===== src/rtl/segment_pkg.sv =====
// rtl/segment_pkg.sv - shared segment register types, constants and arbiter state encoding
package segment_pkg;

    typedef enum logic [1:0] {
        ES = 2'd0,
        CS = 2'd1,
        SS = 2'd2,
        DS = 2'd3
    } SR_t;

    typedef logic [1:0] sel_t;

    localparam int NUM_SEG = 4;

    typedef enum logic {
        ARB_IDLE   = 1'b0,
        ARB_LOCKED = 1'b1
    } arb_state_t;

    // Index width for n requesters; a single requester still needs one bit.
    function automatic int ptr_width(input int n);
        return (n > 1) ? $clog2(n) : 1;
    endfunction

endpackage


===== src/rtl/rr_picker.sv =====
// rtl/rr_picker.sv - combinational round-robin picker starting the search at ptr
module rr_picker
    import segment_pkg::*;
#(
    parameter int N  = 3,
    parameter int PW = ptr_width(N)
) (
    input  logic [N-1:0]  req,
    input  logic [PW-1:0] ptr,
    output logic [N-1:0]  gnt,
    output logic [PW-1:0] idx,
    output logic          any
);

    logic [PW-1:0] pos;

    // Walk the requesters from ptr upward with wrap, first active one wins.
    always_comb begin
        gnt = '0;
        idx = '0;
        any = 1'b0;
        pos = '0;
        for (int k = 0; k < N; k++) begin
            pos = PW'((int'(ptr) + k) % N);
            if (!any && req[pos]) begin
                any      = 1'b1;
                gnt[pos] = 1'b1;
                idx      = pos;
            end
        end
    end

endmodule


===== src/rtl/segment_port_arbiter.sv =====
// rtl/segment_port_arbiter.sv - shares segment register file read/write ports among requesters
module segment_port_arbiter
    import segment_pkg::*;
#(
    parameter int NUM_REQ = 3
) (
    input  logic                  clk,
    input  logic                  reset,
    input  logic [NUM_REQ-1:0]    rd_req,
    input  logic [NUM_REQ*2-1:0]  rd_sel,
    input  logic [NUM_REQ-1:0]    wr_req,
    input  logic [NUM_REQ*2-1:0]  wr_sel,
    input  logic [NUM_REQ*16-1:0] wr_val,
    input  logic [NUM_REQ-1:0]    lock,
    output logic [NUM_REQ-1:0]    grant,
    output logic [NUM_REQ-1:0]    rd_valid,
    output logic [15:0]           rd_data,
    output logic [1:0]            sr_rd_sel,
    input  logic [15:0]           sr_rd_val,
    output logic                  sr_wr_en,
    output logic [1:0]            sr_wr_sel,
    output logic [15:0]           sr_wr_val,
    output logic                  locked
);

    localparam int PW = ptr_width(NUM_REQ);

    arb_state_t           state_q, state_d;
    logic [PW-1:0]        owner_q, owner_d;
    logic [PW-1:0]        rr_ptr_q, rr_ptr_d;
    logic [NUM_REQ-1:0]   rd_tag_q;
    sel_t                 sel_q;

    logic [NUM_REQ-1:0]   active;
    logic [NUM_REQ-1:0]   pick_gnt;
    logic [PW-1:0]        pick_idx;
    logic                 pick_any;

    logic                 win_rd;
    logic                 win_wr;
    sel_t                 w_rd_sel;
    sel_t                 w_wr_sel;
    logic [15:0]          w_wr_val;

    assign active = rd_req | wr_req;

    rr_picker #(
        .N  (NUM_REQ),
        .PW (PW)
    ) u_picker (
        .req (active),
        .ptr (rr_ptr_q),
        .gnt (pick_gnt),
        .idx (pick_idx),
        .any (pick_any)
    );

    // State register: FSM state, lock owner and round-robin pointer.
    always_ff @(posedge clk) begin
        if (!reset) begin
            state_q  <= ARB_IDLE;
            owner_q  <= '0;
            rr_ptr_q <= '0;
        end else begin
            state_q  <= state_d;
            owner_q  <= owner_d;
            rr_ptr_q <= rr_ptr_d;
        end
    end

    // Next state: lock on a locking grant in IDLE, release on the owner's first lock-low cycle.
    always_comb begin
        state_d  = state_q;
        owner_d  = owner_q;
        rr_ptr_d = rr_ptr_q;
        case (state_q)
            ARB_IDLE: begin
                if (pick_any) begin
                    rr_ptr_d = (pick_idx == PW'(NUM_REQ - 1)) ? '0 : pick_idx + 1'b1;
                    if (lock[pick_idx]) begin
                        state_d = ARB_LOCKED;
                        owner_d = pick_idx;
                    end
                end
            end
            ARB_LOCKED: begin
                if (!lock[owner_q]) begin
                    state_d = ARB_IDLE;
                end
            end
            default: state_d = ARB_IDLE;
        endcase
    end

    // Outputs: grant the picker's winner in IDLE or only the owner when locked, then steer its port fields.
    always_comb begin
        grant = '0;
        if (reset) begin
            if (state_q == ARB_IDLE) begin
                grant = pick_gnt;
            end else begin
                grant[owner_q] = active[owner_q];
            end
        end
        win_rd   = 1'b0;
        win_wr   = 1'b0;
        w_rd_sel = sel_q;
        w_wr_sel = '0;
        w_wr_val = '0;
        for (int i = 0; i < NUM_REQ; i++) begin
            if (grant[i]) begin
                win_rd   = rd_req[i];
                win_wr   = wr_req[i];
                if (rd_req[i]) begin
                    w_rd_sel = rd_sel[2*i +: 2];
                end
                w_wr_sel = wr_sel[2*i +: 2];
                w_wr_val = wr_val[16*i +: 16];
            end
        end
    end

    // Read tag and held read select; the tag marks whose data returns next cycle.
    always_ff @(posedge clk) begin
        if (!reset) begin
            rd_tag_q <= '0;
            sel_q    <= '0;
        end else begin
            rd_tag_q <= grant & rd_req;
            if (win_rd) begin
                sel_q <= w_rd_sel;
            end
        end
    end

    assign sr_rd_sel = reset ? w_rd_sel : 2'd0;
    assign sr_wr_en  = win_wr;
    assign sr_wr_sel = w_wr_sel;
    assign sr_wr_val = w_wr_val;
    assign rd_valid  = rd_tag_q;
    assign rd_data   = sr_rd_val;
    assign locked    = (state_q == ARB_LOCKED);

endmodule


===== config.mk =====
export PLATFORM = sky130hd
export DESIGN_NAME = segment_port_arbiter
export DESIGN_NICKNAME = d
export VERILOG_FILES = /design/src/rtl/segment_pkg.sv /design/src/rtl/rr_picker.sv /design/src/rtl/segment_port_arbiter.sv
export SDC_FILE = /design/constraint.sdc
export NUM_CORES = 1
export LEC_CHECK = 0
export ABC_AREA = 1
export BUFFER_PORTS_ARGS = -buffer_cell sky130_fd_sc_hd__buf_2
export CORE_ASPECT_RATIO = 1.4
export CORE_MARGIN = 2
export CORE_UTILIZATION = 41
export DETAILED_ROUTE_END_ITERATION = 16
export PLACE_DENSITY = 0.95
export SYNTH_ARGS = -nofsm -noshare
export SYNTH_HDL_FRONTEND = slang
export SYNTH_SLANG_ARGS = --single-unit

===== constraint.sdc =====
create_clock -name clk -period 5 [get_ports clk]
set_input_delay 0 -clock clk [delete_from_list [all_inputs] [get_ports clk]]
set_output_delay 0 -clock clk [all_outputs]
set_load 0.05 [all_outputs]

==> impl_metrics.sql <==
INSERT INTO impl_metrics (metric_group, metric, value, unit) VALUES
('cts', 'clock_sink_count', '10', ''),
('cts', 'cts_tree', 'yes', ''),
('critical_path', 'rr_endpoint', 'sel_q[0]$_SDFFE_PN0P_', ''),
('detailed_routing', 'totalWireLength', '4970', 'um'),
('logic_synthesis', 'synth-seq-area-share', '13.4', '%'),
('finish', 'area_delta_synth_final', '27.8', '%'),
('sta', 'maxSlewViolCount', '0', ''),
('floorplan', 'die_width', '55.0', 'um'),
('critical_path', 'worstSetupPathType', 'reg -> out', ''),
('logic_synthesis', 'mappedNetlistNets', '351', ''),
('detailed_routing', 'antenna_left', '0', ''),
('finish', 'nNetsFinal', '429', ''),
('floorplan', 'die-height', '75.4', 'um'),
('cts', 'h-tree-depth', '1', ''),
('finish', 'insertedDiodeCount', '0', ''),
('logic_synthesis', 'netlist_area', '0.00149', 'mm2'),
('logic_synthesis', 'synth_cell_type_count', '25', ''),
('grt', 'pin_count_of_the_biggest_net_entering_global_routing', '42', ''),
('pwr', 'power_density', '810', 'mW/mm2'),
('sta', 'clock_skew', '0.00969', 'ns'),
('critical_path', 'critical_path.max_fanout', '41', ''),
('critical_path', 'timing.rr.start', 'rr_ptr_q[0]$_SDFFE_PN0P_', ''),
('logic_synthesis', 'yosys-top-cells-area', 'nand2_1 15%, dfxtp_1 13%, nand3_1 13%', ''),
('critical_path', 'startpoint_type', 'flop', ''),
('sta', 'hold_viol', '0', ''),
('grt', 'globalRouteOverflowTotal', '0', ''),
('sta', 'share_of_the_clock_period_used_by_the_worst_path', '58.6', '%'),
('placement', 'pre_cts_slack', '2.33', 'ns'),
('detailed_routing', 'vias_per_cell', '5.42', ''),
('critical_path', 'worstSetupEndpointType', 'primary output', ''),
('placement', 'hpwl', '4010', 'um'),
('critical_path', 'reg2reg_depth', '17', ''),
('floorplan', 'dieArea', '0.00415', 'mm2'),
('detailed_routing', 'detail_route.first_pass.iterations', '4', ''),
('cts', 'cts_max_path_buffers', '2', ''),
('logic_synthesis', 'yosysWarnings', '0', ''),
('floorplan', 'boundaryPins', '131', ''),
('sta', 'setup_viol', '0', ''),
('sta', 'fmax', '341', 'MHz'),
('placement', 'io_buffers', '98', ''),
('logic_synthesis', 'netlist.area_leader.share', '15.1', '%'),
('run', 'max-cap-violations', '0', ''),
('min_path', 'timing.hold.worst.class', 'in -> out', ''),
('cts', 'cts-hold-fix-buffers', '0', ''),
('pwr', 'cellLeakagePower', '1.05', 'nW'),
('sta', 'rsz0062_at_grt', 'no', ''),
('finish', 'layout.cells.most_common_list', '98 x buf_2, 60 x nand2_1, 38 x nand3_1', ''),
('pwr', 'fin_total_pwr', '1.55', 'mW'),
('detailed_routing', 'post_drt_wl_per_cell', '13.2', 'um'),
('placement', 'finalWeightedCongestion', '0.966', ''),
('sta', 'final.setup.tns', '0', 'ns'),
('cts', 'clock_tree.root_cell', 'clkbuf_8', ''),
('logic_synthesis', 'synthCells', '260', ''),
('logic_synthesis', 'ys_seq_elements', '10', ''),
('min_path', 'hold_path_end', 'rd_data[8]', ''),
('min_path', 'worstHoldStart', 'sr_rd_val[8]', ''),
('critical_path', 'reg2reg_setup_slack', '2.41', 'ns'),
('pwr', 'irDropWorstVdd', '480', 'uV'),
('grt', 'grt_pass1_vias', '1817', ''),
('floorplan', 'starting_utilization_of_the_core_area', '43.4', '%'),
('status', 'status', 'complete, no violations', ''),
('grt', 'wire_length_of_the_first_global_routing_pass', '7380', 'um'),
('cts', 'clk_pin_slew_worst_paths', '0.04', 'ns'),
('sta', 'slew-limit-headroom', '53.8', '%'),
('min_path', 'hold_depth', '0', ''),
('critical_path', 'crit_arrival', '2.93', 'ns'),
('grt', 'grt_usage', '23.6', '%'),
('sta', 'worst_hold_slack', '0.0000193', 'ns'),
('sta', 'setup_ws', '2.07', 'ns'),
('cts', 'clock_insertion_delay_worst_skew', '0.24', 'ns'),
('sta', 'post-route-min-period', '2.93', 'ns');
==> layout make-up <==
class,count,area (um2)
Fill cell,358,1530
Multi-Input combinational cell,197,1010
Timing Repair Buffer,98,490
Sequential cell,10,200
Inverter,28,105
Clock buffer,4,55.1
Tap cell,40,50.0
==> critical path, cell delays in order, from the launching register on <==
cell and delay, ns:
dfxtp_1 0.36, inv_1 0.09, ha_1 0.39, inv_2 0.11
nand2_1 0.07, nand3_1 0.10, nand2_2 0.09, nand2_2 0.10
nand2_1 0.07, o21ai_1 0.09, nand3_2 0.10, nand2_2 0.53
nor2_1 0.09, a31oi_1 0.18, buf_2 0.30
==> flip-flops by register name, summed over array words and instances (netlist names) <==
signal,flops
owner_q,2
sel_q,2
locked,1
rd_valid,3
rr_ptr_q,2
==> worst max path at each step <==
stage | start | to | slack [ns] | cells after the start
3_3_place_gp | rr_ptr_q[0]$_SDFFE_PN0P_ | sr_rd_sel[0] | 2.41 | 16
3_5_place_dp | rr_ptr_q[0]$_SDFFE_PN0P_ | sr_rd_sel[1] | 2.33 | 16
2_1_floorplan | rr_ptr_q[0]$_SDFFE_PN0P_ | sr_wr_sel[0] | 2.24 | 14
4_1_cts | rr_ptr_q[0]$_SDFFE_PN0P_ | sr_rd_sel[1] | 2.07 | 16
5_1_grt | rr_ptr_q[0]$_SDFFE_PN0P_ | sr_rd_sel[1] | 1.79 | 16
6_report | rr_ptr_q[0]$_SDFFE_PN0P_ | sr_wr_val[0] | 2.07 | 14
==> cell families (layout without fill, tap and decap cells) <==
group	after synthesis	in the layout	share of synthesized area, %
AND/OR/NAND/NOR	153	153	47.7
flip-flops	10	10	13.4
buffers and inverters	53	130	19.1
AO/OA/AOI/OAI	40	40	16.4
adder cells (fa/ha/maj)	4	4	3.35
==> metal layers <==
layer  routed length, um  global-route usage [%]
met1                1830                    25.8
met2                2390                    42.9
met5                   0                       0
met4                 116                    5.15
met3                 637                    8.04
==> through the flow <==
step	utilization (%)	area [um2]
floorplan	-	1490
global placement	53.9	1850
detailed placement	53.9	1850
CTS	55.5	1910
global route	55.5	1910
finish	55.5	1910
==> Yosys cell counts <==
cell type and instances:
inv_1 20, buf_2 6, o21ai_0 2, nand3_2 3, nand3b_1 1, nand2_4 1
a211oi_1 2, nand2_1 60, nand3_1 38, inv_2 7, nor2_4 2, a31oi_1 20
o21ai_1 4, nor2_2 4, dfxtp_1 10, a21oi_1 8, ha_1 4, o21ai_2 1
clkinv_1 1, nand4_1 6, nand2_2 8, buf_6 2, nor2_1 30, buf_4 17
a21oi_2 3
==> power breakdown <==
| group | internal [mW] | switching (mW) | leakage [nW] | total [mW] |
|---|---|---|---|---|
| logic | 0.322 | 0.991 | 0.936 | 1.31 |
| registers | 0.108 | 0.0214 | 0.0822 | 0.130 |
| clock network | 0.0694 | 0.0338 | 0.0288 | 0.103 |
| total | 0.500 | 1.05 | 1.05 | 1.55 |
Power figures use the tool's default switching activity.
